`config.mk`:
```
export PLATFORM = sky130hd
export DESIGN_NAME = semafor_ctrl
export DESIGN_NICKNAME = d
export VERILOG_FILES = /design/src/rtl/semafor_pkg.sv /design/src/rtl/semafor_tick_gen.sv /design/src/rtl/semafor_ctrl.sv
export SDC_FILE = /design/constraint.sdc
export NUM_CORES = 1
export LEC_CHECK = 0
export ABC_AREA = 0
export CELL_PAD_IN_SITES_DETAIL_PLACEMENT = 0
export CELL_PAD_IN_SITES_GLOBAL_PLACEMENT = 1
export CORE_UTILIZATION = 25
export DETAILED_ROUTE_END_ITERATION = 8
export PLACE_DENSITY_LB_ADDON = 0.2
export REMOVE_ABC_BUFFERS = 1
export SYNTH_ARGS = -nofsm -noshare
export SYNTH_HDL_FRONTEND = slang
export SYNTH_HIERARCHICAL = 1
export SYNTH_SLANG_ARGS = --single-unit
```
`constraint.sdc`:
```
create_clock -name clk -period 2.8 [get_ports clk]
set_input_delay 0.42 -clock clk [delete_from_list [all_inputs] [get_ports clk]]
set_output_delay 0.42 -clock clk [all_outputs]
set_load 0.01 [all_outputs]
```
`src/rtl/semafor_pkg.sv`:
```
// Shared state encoding, default timing and lamp decode for the semafor traffic-light controller.
package semafor_pkg;

    localparam logic [2:0] ALL_RED    = 3'd0;
    localparam logic [2:0] CAR_GREEN  = 3'd1;
    localparam logic [2:0] CAR_YELLOW = 3'd2;
    localparam logic [2:0] PED_GREEN  = 3'd3;
    localparam logic [2:0] PED_CLEAR  = 3'd4;
    localparam logic [2:0] NIGHT      = 3'd5;

    typedef enum logic [2:0] {
        StAllRed    = ALL_RED,
        StCarGreen  = CAR_GREEN,
        StCarYellow = CAR_YELLOW,
        StPedGreen  = PED_GREEN,
        StPedClear  = PED_CLEAR,
        StNight     = NIGHT
    } state_e;

    localparam int unsigned DefTickDiv = 4;
    localparam int unsigned DefTGreen  = 6;
    localparam int unsigned DefTYellow = 2;
    localparam int unsigned DefTAllRed = 1;
    localparam int unsigned DefTPed    = 4;
    localparam int unsigned DefTClear  = 2;
    localparam int unsigned DefCntW    = 8;

    typedef struct packed {
        logic car_red;
        logic car_yel;
        logic car_grn;
        logic ped_red;
        logic ped_grn;
    } lamps_t;

    localparam lamps_t LampsReset = '{car_red: 1'b1, car_yel: 1'b0, car_grn: 1'b0,
                                      ped_red: 1'b1, ped_grn: 1'b0};

    function automatic lamps_t lamps_for(input state_e st, input logic blink);
        lamps_t l;
        l = '0;
        case (st)
            StCarGreen:  begin l.car_grn = 1'b1; l.ped_red = 1'b1; end
            StCarYellow: begin l.car_yel = 1'b1; l.ped_red = 1'b1; end
            StPedGreen:  begin l.car_red = 1'b1; l.ped_grn = 1'b1; end
            StPedClear:  begin l.car_red = 1'b1; l.ped_grn = blink; end
            StNight:     l.car_yel = blink;
            default:     begin l.car_red = 1'b1; l.ped_red = 1'b1; end
        endcase
        return l;
    endfunction

endpackage

```
`src/rtl/semafor_tick_gen.sv`:
```
// Prescaler: one-cycle tick every TICK_DIV clocks (permanently high when TICK_DIV is 1).
module semafor_tick_gen #(
    parameter int unsigned TICK_DIV = 4
) (
    input  logic clk,
    input  logic rst,
    output logic tick
);

    localparam int unsigned PreW    = (TICK_DIV > 1) ? $clog2(TICK_DIV) : 1;
    localparam logic [PreW-1:0] PreLast = PreW'(TICK_DIV - 1);

    logic [PreW-1:0] pre_q, pre_d;

    always_comb begin
        tick  = (pre_q == PreLast);
        pre_d = tick ? '0 : pre_q + PreW'(1);
    end

    always_ff @(posedge clk or posedge rst) begin
        if (rst) begin
            pre_q <= '0;
        end else begin
            pre_q <= pre_d;
        end
    end

endmodule

```
`src/rtl/semafor_ctrl.sv`:
```
// Car/pedestrian traffic-light controller: timed Moore FSM, latched pedestrian request,
// blinking night mode and registered lamp drivers.
module semafor_ctrl
    import semafor_pkg::*;
#(
    parameter int unsigned TICK_DIV = DefTickDiv,
    parameter int unsigned T_GREEN  = DefTGreen,
    parameter int unsigned T_YELLOW = DefTYellow,
    parameter int unsigned T_ALLRED = DefTAllRed,
    parameter int unsigned T_PED    = DefTPed,
    parameter int unsigned T_CLEAR  = DefTClear,
    parameter int unsigned CNT_W    = DefCntW
) (
    input  logic clk,
    input  logic rst,
    input  logic ped_req,
    input  logic night_mode,
    output logic car_red,
    output logic car_yel,
    output logic car_grn,
    output logic ped_red,
    output logic ped_grn,
    output logic ped_ack
);

    localparam logic [CNT_W-1:0] GreenLast  = CNT_W'(T_GREEN - 1);
    localparam logic [CNT_W-1:0] YellowLast = CNT_W'(T_YELLOW - 1);
    localparam logic [CNT_W-1:0] AllRedLast = CNT_W'(T_ALLRED - 1);
    localparam logic [CNT_W-1:0] PedLast    = CNT_W'(T_PED - 1);
    localparam logic [CNT_W-1:0] ClearLast  = CNT_W'(T_CLEAR - 1);

    logic             tick;
    state_e           state_q, state_d;
    logic [CNT_W-1:0] tim_q, tim_d;
    logic             ped_pend_q, ped_pend_d;
    logic             blink_q, blink_d;
    lamps_t           lamps_q, lamps_d;
    logic             changing, blinking_q, blinking_d, green_sat;

    semafor_tick_gen #(
        .TICK_DIV (TICK_DIV)
    ) u_tick_gen (
        .clk  (clk),
        .rst  (rst),
        .tick (tick)
    );

    always_comb begin
        state_d = state_q;
        case (state_q)
            StAllRed:    if (tick && tim_q == AllRedLast)
                             state_d = ped_pend_q ? StPedGreen : StCarGreen;
            // Night is checked first; both exits pass through yellow.
            StCarGreen:  if (tick && tim_q == GreenLast && (night_mode || ped_pend_q))
                             state_d = StCarYellow;
            StCarYellow: if (tick && tim_q == YellowLast)
                             state_d = night_mode ? StNight : StAllRed;
            StPedGreen:  if (tick && tim_q == PedLast) state_d = StPedClear;
            StPedClear:  if (tick && tim_q == ClearLast) state_d = StCarGreen;
            StNight:     if (tick && !night_mode) state_d = StAllRed;
            default:     state_d = StAllRed;
        endcase

        changing   = (state_d != state_q);
        green_sat  = (state_q == StCarGreen) && (tim_q == GreenLast);
        blinking_q = (state_q == StNight) || (state_q == StPedClear);
        blinking_d = (state_d == StNight) || (state_d == StPedClear);

        tim_d = tim_q;
        if (changing) begin
            tim_d = '0;
        end else if (tick && !green_sat) begin
            tim_d = tim_q + CNT_W'(1);
        end

        // Entering PED_GREEN serves the request and overrides a same-cycle press.
        if (changing && state_d == StPedGreen) begin
            ped_pend_d = 1'b0;
        end else begin
            ped_pend_d = ped_pend_q | ped_req;
        end

        blink_d = blink_q;
        if (changing && blinking_d) begin
            blink_d = 1'b1;
        end else if (!changing && tick && blinking_q) begin
            blink_d = ~blink_q;
        end

        lamps_d = lamps_for(state_d, blink_d);
    end

    always_ff @(posedge clk or posedge rst) begin
        if (rst) begin
            state_q    <= StAllRed;
            tim_q      <= '0;
            ped_pend_q <= 1'b0;
            blink_q    <= 1'b0;
            lamps_q    <= LampsReset;
        end else begin
            state_q    <= state_d;
            tim_q      <= tim_d;
            ped_pend_q <= ped_pend_d;
            blink_q    <= blink_d;
            lamps_q    <= lamps_d;
        end
    end

    assign car_red = lamps_q.car_red;
    assign car_yel = lamps_q.car_yel;
    assign car_grn = lamps_q.car_grn;
    assign ped_red = lamps_q.ped_red;
    assign ped_grn = lamps_q.ped_grn;
    assign ped_ack = ped_pend_q;

endmodule

```
After elaboration in Yosys (flattened, before gate mapping) --
Index checks and enable logic that the tools add are counted.
Word-level totals: flip-flop bits (word level) 20, bits of input ports 4, output and inout bits 6, word-level logic and storage cells 72
Cells by class: add/sub/neg operators 2, eq/ne operators 15, muxes and demuxes 20, bitwise gates (word level) 2, reduce and logical (&&, ||, !) cells 23
Operators with widths (count):
- $mux 3 | 7
- $pmux 3 s6 | 1
- $mux 8 | 2
- $eq 3x2->1 const B | 4
- $eq 3x3->1 const B | 4
- $logic_and 1x1->1 | 12
- $add 8x1->8 const B | 1
- $eq 8x1->1 const B | 1
- $eq 8x2->1 const B | 1
- $eq 8x3->1 const B | 1
- $logic_not 8->1 | 1
- $eq 3x1->1 const B | 2
- $mux 1 | 6
- $reduce_or 3->1 | 2
- $mux 2 | 2
- $pmux 1 s2 | 2
- $logic_not 1->1 | 3
- $logic_not 3->1 | 1
- $logic_or 1x1->1 | 3
- $ne 3x3->1 | 1
- $add 2x1->2 const B | 1
- $eq 2x2->1 const B | 1
- $reduce_bool 2->1 | 1
- $not 1->1 | 1
- $or 1x1->1 | 1

Depth between registers and ports, before layout --
Gate-level depths: netlist of the first run.
word-level depth 12, mapped depth 8, gate-level depth less buffers 8

By module --
Netlist of the first run, hierarchy kept.
By module, submodules not included:
- semafor_ctrl | instances 1, cells an instance 115, area each 1077.3 µm², sequential area each 452.9 µm²
- semafor_tick_gen | instances 1, cells an instance 5, area each 70.1 µm², sequential area each 50.0 µm²

Worst setup path before layout of the first run --
Ideal clock, no wire load.
kind flip-flop to flip-flop, start point reg u_tick_gen.pre_q[0], end point reg lamps_q (netlist bit car_grn), setup time 0.088 ns, arrival time 1.931 ns, data required time 2.712 ns, path slack 0.781 ns, cell stages (with the launch flop) 8, path buffers 1, clock period less this slack 2.019 ns, cells stage by stage dfrtp_1 > ha_1 > clkbuf_1 > or4bb_1 > nor4_1 > a21oi_1 > nand4_1 > nor3b_1
RTL lines:
- from (decl) | line semafor_tick_gen.sv:13 | logic [PreW-1:0] pre_q, pre_d;
- from (signal assigned) | line semafor_tick_gen.sv:24 | pre_q <= pre_d;
- to (signal assigned) | line semafor_ctrl.sv:99 | lamps_q <= LampsReset;
- to (signal assigned) | line semafor_ctrl.sv:105 | lamps_q <= lamps_d;
- to (decl) | line semafor_ctrl.sv:37 | lamps_t lamps_q, lamps_d;

==> results.yml, run 1 <==
clock_network:
  clockRootBuffer: "clkbuf_8"
  cts_hold_buf: 0
  cts_resized: 0
  htree_levels: 1
  tritoncts: "done"
  cts-buffers-inserted: 3
  clkSinkCount: 20
  clk_pin_slew_worst_paths_ns: 0.07
  insertion_delay_ns: 0.25
  cts_setup_buffers: 0
  cts.path.max_buffers: 2
synthesis:
  synthCells: 120
  synth_top_area_share: 0.393
  synth_seq_cells: 20
  synthSimpleGateAreaFrac: 0.254
  yosys_warnings: 6
  synthTopCellsByCount: "dfrtp_1, nor2_1, inv_1, xnor2_1"
  syn_area_per_cell_sq_um: 9.56
  yosysMostFrequentCell: "dfrtp_1"
  synth_xor_area_frac: 0.0534
  synth_top_cell_by_area: "dfrtp_1"
  ys_seq_area_frac: 0.438
  synthMuxAreaShare: 0.0174
  ys_async_sr_fraction: 1.00
  synth_top_family_by_area: "simple AND/OR/NAND/NOR gates"
  synth_ff_type: "dfrtp_1"
  synth_edf_count: 0
  synth-compound-area-share: 0.147
  ys_top_cells_by_area: "dfrtp_1, nor2_1, dfstp_2"
  synth_fa_ha_area_frac: 0.0436
  netlist_area_sq_um: 1150
  ys_types: 41
pwr:
  pwr-share-seq: 0.493
  internal_power_mw: 0.483
  swShare: 0.175
  combPwrFrac: 0.020
  vdd_drop_max_mv: 0.234
  leakage_nw: 0.548
  total_power_mw: 0.586
  clkPwrFrac: 0.488
  p_sw_mw: 0.103
  power_density_nw_per_um2: 435
grt:
  grt_pass1_wl_mm: 4.35
  grt-ovfl-total: 0
  grt_max_degree: 19
  grt_util_all_layers: 0.112
  antenna_found_initial: 0
  grt_pass1_vias: 892
floorplan:
  dieArea_sq_um: 4860
  num_rows: 24
  io_pins: 10
  core_sq_um: 4380
  start_util: 0.262
  die_y_um: 69.7
  die_w_um: 69.7
worst_setup_path:
  slowest_stage: "or4bb_1"
  cp-end-kind: "flip-flop"
  crit_path_max_fanout: 11
  crit_chain: "ha_1 > or4bb_1 > nor4_1 > a21oi_1 > nand4_1 > nor3b_1"
  arrival_ns: 2.54
  criticalPathCategory: "reg -> reg"
  startpoint_type: "flip-flop"
  max_stage_delay_ns: 0.47
  required_ns: 2.97
finish:
  nFillCells: 466
  final_nets: 137
  syn_to_final_growth_pct: 17.4
  antenna_cells: 0
  drive_gt1_frac: 0.102
route:
  drc: 0
  ant_nets: 0
  drtIter0Drc: 28
  post_drt_wl_per_cell_um: 14.1
  route.vias.total: 898
  firstDrtPassIters: 4
  via_per_inst: 4.99
  finalWirelength_mm: 2.54
sta:
  worst_slew_pin_slew_ns: 0.737
  min_period_ns: 2.37
  setup_viol: 0
  setup-tns-final_ns: 0
  finalCritPeriodShare: 0.845
  hold_viol_final: 0
  slew_headroom: 0.508
  skew_ns: 0.00206
  max_freq_ghz: 0.423
  slew_viol_final: 0
  rsz0062_at_grt: "no"
hold_path:
  worstHoldPathType: "in -> async"
run_status:
  outcome: "complete, no violations"
place:
  place.gp.congestion: 0.758
  portBuffers: 9
  dp_hpwl_mm: 1.84
flow_run:
  drv_cap: 0
## state kept, by name, indices dropped and copies added, names as in the netlist
signal and cells:
ped_red 1, tim_q 8, ped_grn 1, u_tick_gen/pre_q 2
car_yel 1, car_grn 1, car_red 1, ped_ack 1
blink_q 1, state_q 3
## worst max-delay path, delay by kind of cell (launching register included)
kind / cells / cell delay, ns
simple gates: 4 / 1.37
flops: 1 / 0.35
fa+ha+maj: 1 / 0.40
compound gates: 1 / 0.16
## worst paths after layout
path | start | end | slack [ns] | cells after the start
setup reg to reg | u_tick_gen/pre_q[0]$_DFF_PP0_ | car_grn$_DFF_PP0_ | 0.43 | 6
hold / removal | rst | u_tick_gen/pre_q[0]$_DFF_PP0_ | 0.33 | 2
max in group asynchronous | rst | state_q[0]$_DFF_PP0_ | 1.72 | 2
hold reg to reg | u_tick_gen/pre_q[0]$_DFF_PP0_ | u_tick_gen/pre_q[0]$_DFF_PP0_ | 0.42 | 1
setup / recovery | u_tick_gen/pre_q[0]$_DFF_PP0_ | car_grn$_DFF_PP0_ | 0.43 | 6
min in group clk | u_tick_gen/pre_q[0]$_DFF_PP0_ | u_tick_gen/pre_q[0]$_DFF_PP0_ | 0.42 | 1
## cell type report
type                    instances  area, sq um  share of cell area
repair buffers                  9         90.1              0.0669
well taps                      52         65.1              0.0483
multi-input cells              88          592               0.439
clock buffers                   3         41.3              0.0306
flip-flops and latches         20          503               0.373
inverters                       7         26.3              0.0195
clock inverters                 1         30.0              0.0223
## cells by family after synthesis
group,count (synthesis)
and+or+nand+nor,52
buffers and inverters,12
muxes,2
DFF,20
xor gates and xnor gates,7
adders and majority gates,4
AOI/OAI and AO/OA,23
## layout by cell type, fill, tap and decap left out, types with 2 or more instances in the layout
master / count
clkbuf_8: 3
nand3_1: 3
or4bb_1: 2
nand3b_1: 4
dfstp_2: 2
a21oi_1: 5
nor3_1: 3
nor3b_1: 3
a21o_1: 2
and2_1: 3
or3b_2: 2
a211oi_1: 2
clkdlybuf4s50_1: 9
o21ai_0: 3
o22ai_1: 2
nor2b_1: 3
mux2i_1: 2
nand2_1: 5
nor2_1: 17
xnor2_1: 6
dfrtp_1: 18
ha_1: 4
inv_1: 6
## power groups by stage
stage | combinational (mW) | clock, mW | sequential, mW
after CTS | 0.0121 | 0.296 | 0.289
after detailed placement | 0.0121 | 0 | 0.294
final | 0.0115 | 0.286 | 0.289
after global placement | 0.0114 | 0 | 0.294
after floorplan | 0.00502 | 0 | 0.294
after global routing | 0.0135 | 0.313 | 0.289
## stage by stage
| step | std cells | hold WS [ns] | area (sq um) | util | setup WS, ns |
|---|---|---|---|---|---|
| global placement | 176 | 0.414 | 1280 | 0.291 | 0.426 |
| detailed placement | 176 | 0.419 | 1280 | 0.291 | 0.445 |
| global route | 180 | 0.351 | 1350 | 0.307 | 0.203 |
| finish | 180 | 0.330 | 1350 | 0.307 | 0.433 |
| CTS | 180 | 0.322 | 1350 | 0.307 | 0.421 |
| floorplan | 115 | 0.161 | 1120 | - | 0.846 |
## layer usage
metal  share of wire  wire length, um  up-vias  GRT usage
met5               0                0        -          0
met4           0.011               27        0     0.0333
met3           0.025               64        4     0.0189
met2            0.47             1180       18      0.177
met1            0.50             1270      440      0.158
li1                -                -      436          -
Note: power is estimated with default switching activity, not from simulation.
==> run 2: changes to the inputs <==
Clock period 2.8 ns to 2 ns, I/O delays scaled along.
==> results.yml, run 2 (synthesized netlist as in run 1, its figures left out) <==
run_status:
  outcome: "finished with violations"
  violations: "negative setup slack"
clock_network:
  clkSinkCount: 20
  cts-buffers-inserted: 3
  clockRootBuffer: "clkbuf_8"
  clk_pin_slew_worst_paths_ns: 0.07
  htree_levels: 1
  insertion_delay_ns: 0.26
  cts.path.max_buffers: 2
  tritoncts: "done"
sta:
  slew_headroom: 0.744
  slew_viol_final: 0
  skew_ns: 0.00281
  min_period_ns: 2.04
  hold_viol_final: 0
  worst_slew_pin_slew_ns: 0.383
  setup_viol: 10
  setup-tns-final_ns: -0.278
  max_freq_ghz: 0.490
  setup_ws_ns: -0.0422
  holdWs_ns: 0.227
  finalCritPeriodShare: 1.02
  rsz0062_at_grt: "yes"
finish:
  top_register: "tim_q"
  syn_to_final_growth_pct: 40.2
  drive_gt1_frac: 0.347
  regArea_sq_um: 503
  final_common_cell: "buf_4"
  multi_input_area_sq_um: 684
  fin_area_sq_um: 1610
  layout_common_cells: "buf_4, dfrtp_1, nor2_1"
  finalNonFillerCells: 202
  antenna_cells: 0
  final_nets: 159
  utilization: 0.367
  largestRegisters: "tim_q (8), state_q (3), u_tick_gen/pre_q (2)"
  largest_reg_flops: 8
  nFillCells: 455
worst_setup_path:
  cp-end-kind: "flip-flop"
  criticalPathCategory: "reg -> reg"
  required_ns: 2.14
  critical_path_buf_inv_count: 1
  arrival_ns: 2.19
  crit_path_max_fanout: 8
  max_stage_delay_ns: 0.62
  slowest_stage: "or4_4"
  startpoint_type: "flip-flop"
  critPathTopFamily: "simple AND/OR/NAND/NOR gates"
  crit_chain: "or4_4 > o41ai_4 > nand3b_1 > o21ai_2 > buf_6 > a211oi_1"
route:
  firstDrtPassIters: 4
  route.vias.total: 1004
  via_per_inst: 4.97
  drc: 0
  drtIter0Drc: 58
  finalWirelength_mm: 2.79
  ant_nets: 0
  post_drt_wl_per_cell_um: 13.8
floorplan:
  core_sq_um: 4380
  start_util: 0.262
  num_rows: 24
  dieArea_sq_um: 4860
  die_y_um: 69.7
  die_w_um: 69.7
  io_pins: 10
pwr:
  clkPwrFrac: 0.485
  combPwrFrac: 0.023
  internal_power_mw: 0.680
  p_sw_mw: 0.142
  power_density_nw_per_um2: 511
  leakage_nw: 0.669
  swShare: 0.173
  total_power_mw: 0.822
  vdd_drop_max_mv: 0.247
  pwr-share-seq: 0.492
grt:
  grt_max_degree: 13
  grt_util_all_layers: 0.119
  grt-ovfl-total: 0
  grt_pass1_vias: 1010
  grt_pass1_wl_mm: 4.66
  antenna_found_initial: 0
hold_path:
  worstHoldPathType: "in -> async"
place:
  pre_cts_ws_ns: -0.0777
  dp_cells: 197
  placed_cell_area_sq_um: 1430
  place.gp.congestion: 0.786
  dp_hpwl_mm: 2.02
  portBuffers: 9
flow_run:
  drv_cap: 0
-- run 2: cell count changes in the layout (fill, tap and decap cells not counted), sizes merged --
cell / before / now
buf: 0 / 22
-- run 2: routing by layer --
layer,share of wire,GRT usage
met1,0.49,0.163
met2,0.47,0.188
met3,0.028,0.0189
met4,0.014,0.0467
met5,0,0
-- run 2: final timing paths --
kind                            depth (start not counted)  slack, ns                       endpoint                           from
worst min-delay path                                    2       0.23  u_tick_gen/pre_q[1]$_DFF_PP0_                            rst
worst max-delay path                                    6      -0.04           tim_q[2]$_DFFE_PP0P_           tim_q[5]$_DFFE_PP0P_
max in group asynchronous                               3       1.17           tim_q[2]$_DFFE_PP0P_                            rst
worst max register to register                          6      -0.04           tim_q[2]$_DFFE_PP0P_           tim_q[5]$_DFFE_PP0P_
min in group clk                                        1       0.43  u_tick_gen/pre_q[0]$_DFF_PP0_  u_tick_gen/pre_q[0]$_DFF_PP0_
worst min register to register                          1       0.43  u_tick_gen/pre_q[0]$_DFF_PP0_  u_tick_gen/pre_q[0]$_DFF_PP0_
-- run 2: area by class of cell --
| type | count | share of cell area |
|---|---|---|
| multi-input combinational | 88 | 0.425 |
| tap | 52 | 0.0404 |
| clock inverter | 1 | 0.0187 |
| clock buffer | 3 | 0.0257 |
| sequential | 20 | 0.313 |
| timing repair buffer | 31 | 0.161 |
| inverter | 7 | 0.0163 |
-- run 2: worst reg2reg max path: cells and delay by family, from the launching register on --
kind | cells | cell delay, ns
flip-flops | 1 | 0.38
AND/OR/NAND/NOR | 2 | 0.77
AO/OA/AOI/OAI | 3 | 0.61
buffers and inverters | 1 | 0.17
-- run 2: power by group through the flow --
| stage | combinational (mW) | clock [mW] | sequential (mW) |
|---|---|---|---|
| 2_1_floorplan | 0.00702 | 0 | 0.412 |
| 3_3_place_gp | 0.0192 | 0 | 0.412 |
| 3_5_place_dp | 0.0195 | 0 | 0.412 |
| 4_1_cts | 0.0197 | 0.414 | 0.404 |
| 5_1_grt | 0.0218 | 0.431 | 0.404 |
| 6_report | 0.0189 | 0.399 | 0.404 |
-- run 2: repair_timing --
item	4_1_cts	5_1_grt
resized for setup	2	20
cloned	0	0
pin swaps	3	6
buffers inserted	0	1
endpoints found under the setup margin	14	14
hold buffers	0	0
==> run 3: changes to the inputs <==
Settings changed: CORE_UTILIZATION 25 to 39.
==> results.yml, run 3 (synthesized netlist as in run 1, its figures left out) <==
run_status:
  outcome: "finished with violations"
  violations: "negative setup slack"
sta:
  hold_viol_final: 0
  setup_ws_ns: -0.112
  setup_viol: 13
  finalCritPeriodShare: 1.06
  min_period_ns: 2.11
  slew_headroom: 0.551
  worst_slew_pin_slew_ns: 0.673
  slew_viol_final: 0
  rsz0062_at_grt: "yes"
  skew_ns: 0.00661
  max_freq_ghz: 0.473
clock_network:
  tritoncts: "done"
  cts.path.max_buffers: 2
  cts-buffers-inserted: 3
  clockRootBuffer: "clkbuf_4"
  clkSinkCount: 20
  clk_pin_slew_worst_paths_ns: 0.12
  insertion_delay_ns: 0.30
  htree_levels: 1
pwr:
  swShare: 0.182
  vdd_drop_max_mv: 0.424
  internal_power_mw: 0.613
  p_sw_mw: 0.136
  pwr-share-seq: 0.540
  leakage_nw: 0.703
  clkPwrFrac: 0.438
  power_density_nw_per_um2: 456
  combPwrFrac: 0.022
flow_run:
  drv_cap: 0
finish:
  largestRegisters: "tim_q (8), state_q (3), u_tick_gen/pre_q (2)"
  drive_gt1_frac: 0.373
  finalNonFillerCells: 184
  multi_input_area_sq_um: 728
  regArea_sq_um: 503
  top_register: "tim_q"
  nFillCells: 242
  layout_common_cells: "buf_4, dfrtp_1, nor2_1"
  antenna_cells: 0
  syn_to_final_growth_pct: 43.2
  final_common_cell: "buf_4"
  final_nets: 162
  largest_reg_flops: 8
floorplan:
  core_sq_um: 2780
  die_w_um: 56.2
  num_rows: 19
  start_util: 0.413
  io_pins: 10
  dieArea_sq_um: 3160
  die_y_um: 56.2
place:
  dp_hpwl_mm: 1.93
  dp_cells: 177
  pre_cts_ws_ns: -0.247
  place.gp.congestion: 0.855
  portBuffers: 9
route:
  post_drt_wl_per_cell_um: 16.0
  ant_nets: 0
  firstDrtPassIters: 4
  finalWirelength_mm: 2.95
  drc: 0
  via_per_inst: 5.37
  drtIter0Drc: 39
  route.vias.total: 988
worst_setup_path:
  crit_path_max_fanout: 7
  arrival_ns: 2.35
  required_ns: 2.24
  cp-end-kind: "flip-flop"
  startpoint_type: "flip-flop"
  criticalPathCategory: "reg -> reg"
grt:
  antenna_found_initial: 0
  grt-ovfl-total: 0
  grt_util_all_layers: 0.189
  grt_max_degree: 19
  grt_pass1_vias: 1027
  grt_pass1_wl_mm: 4.67
hold_path:
  worstHoldPathType: "in -> async"
run 3: cell count changes in the layout (fill, tap and decap cells not counted), sizes merged:
| cell | delta |
|---|---|
| buf | +3 |
run 3: repair_timing:
item                                    4_1_cts  5_1_grt
hold buffers                                  0        0
pin swaps                                     7       15
gates cloned                                  0        0
endpoints found under the setup margin       14       15
resized for setup                             7       25
setup buffers                                 0        3
run 3: final timing paths:
check / from / end / slack, ns / depth (start not counted)
worst max-delay path: tim_q[4]$_DFFE_PP0P_ / car_red$_DFF_PP1_ / -0.11 / 7
worst min-delay path: rst / u_tick_gen/pre_q[0]$_DFF_PP0_ / 0.17 / 2
worst max register to register: tim_q[4]$_DFFE_PP0P_ / car_red$_DFF_PP1_ / -0.11 / 7
worst min register to register: u_tick_gen/pre_q[0]$_DFF_PP0_ / u_tick_gen/pre_q[0]$_DFF_PP0_ / 0.45 / 1
max in group asynchronous: rst / tim_q[2]$_DFFE_PP0P_ / 1.14 / 2
min in group clk: u_tick_gen/pre_q[0]$_DFF_PP0_ / u_tick_gen/pre_q[0]$_DFF_PP0_ / 0.45 / 1
run 3: per-stage QoR:
| stage | power (mW) | hold slack (ns) | setup TNS (ns) | area (sq um) | util |
|---|---|---|---|---|---|
| floorplan | 0.419 | 0.0412 | 0 | 1120 | - |
| global placement | 0.428 | 0.418 | -1.72 | 1420 | 0.509 |
| detailed placement | 0.428 | 0.440 | -2.29 | 1420 | 0.509 |
| CTS | 0.761 | 0.161 | -0.679 | 1520 | 0.545 |
| global route | 0.781 | 0.184 | -1.86 | 1640 | 0.591 |
| finish | 0.749 | 0.172 | -0.797 | 1640 | 0.591 |
run 3: cell type report:
type                       instances  share of cell area
tap                               31              0.0236
sequential                        20               0.306
inverter                           7              0.0190
timing repair buffer              34               0.176
clock inverter                     1              0.0183
clock buffer                       3              0.0137
multi-input combinational         88               0.443
run 3: routing by layer:
| metal | track usage | part of all wire | vias up |
|---|---|---|---|
| met4 | 0.0767 | 0.015 | 0 |
| met1 | 0.269 | 0.46 | 483 |
| met2 | 0.289 | 0.50 | 13 |
| met5 | 0 | 0 | - |
| li1 | - | - | 488 |
| met3 | 0.0279 | 0.023 | 4 |
run 3: worst max-delay path, stage by stage (launching register included):
cell	delay [ns]
dfrtp_1	0.40
or4_4	0.62
buf_6	0.16
nor4_4	0.30
a21oi_2	0.07
nand4_1	0.24
buf_4	0.17
xnor2_2	0.10
run 3: power by group through the flow:
stage | logic, mW | registers, mW | clock network [mW]
2_1_floorplan | 0.00702 | 0.412 | 0
3_3_place_gp | 0.0158 | 0.412 | 0
3_5_place_dp | 0.0161 | 0.412 | 0
5_1_grt | 0.0194 | 0.405 | 0.357
4_1_cts | 0.0162 | 0.405 | 0.340
6_report | 0.0164 | 0.404 | 0.328
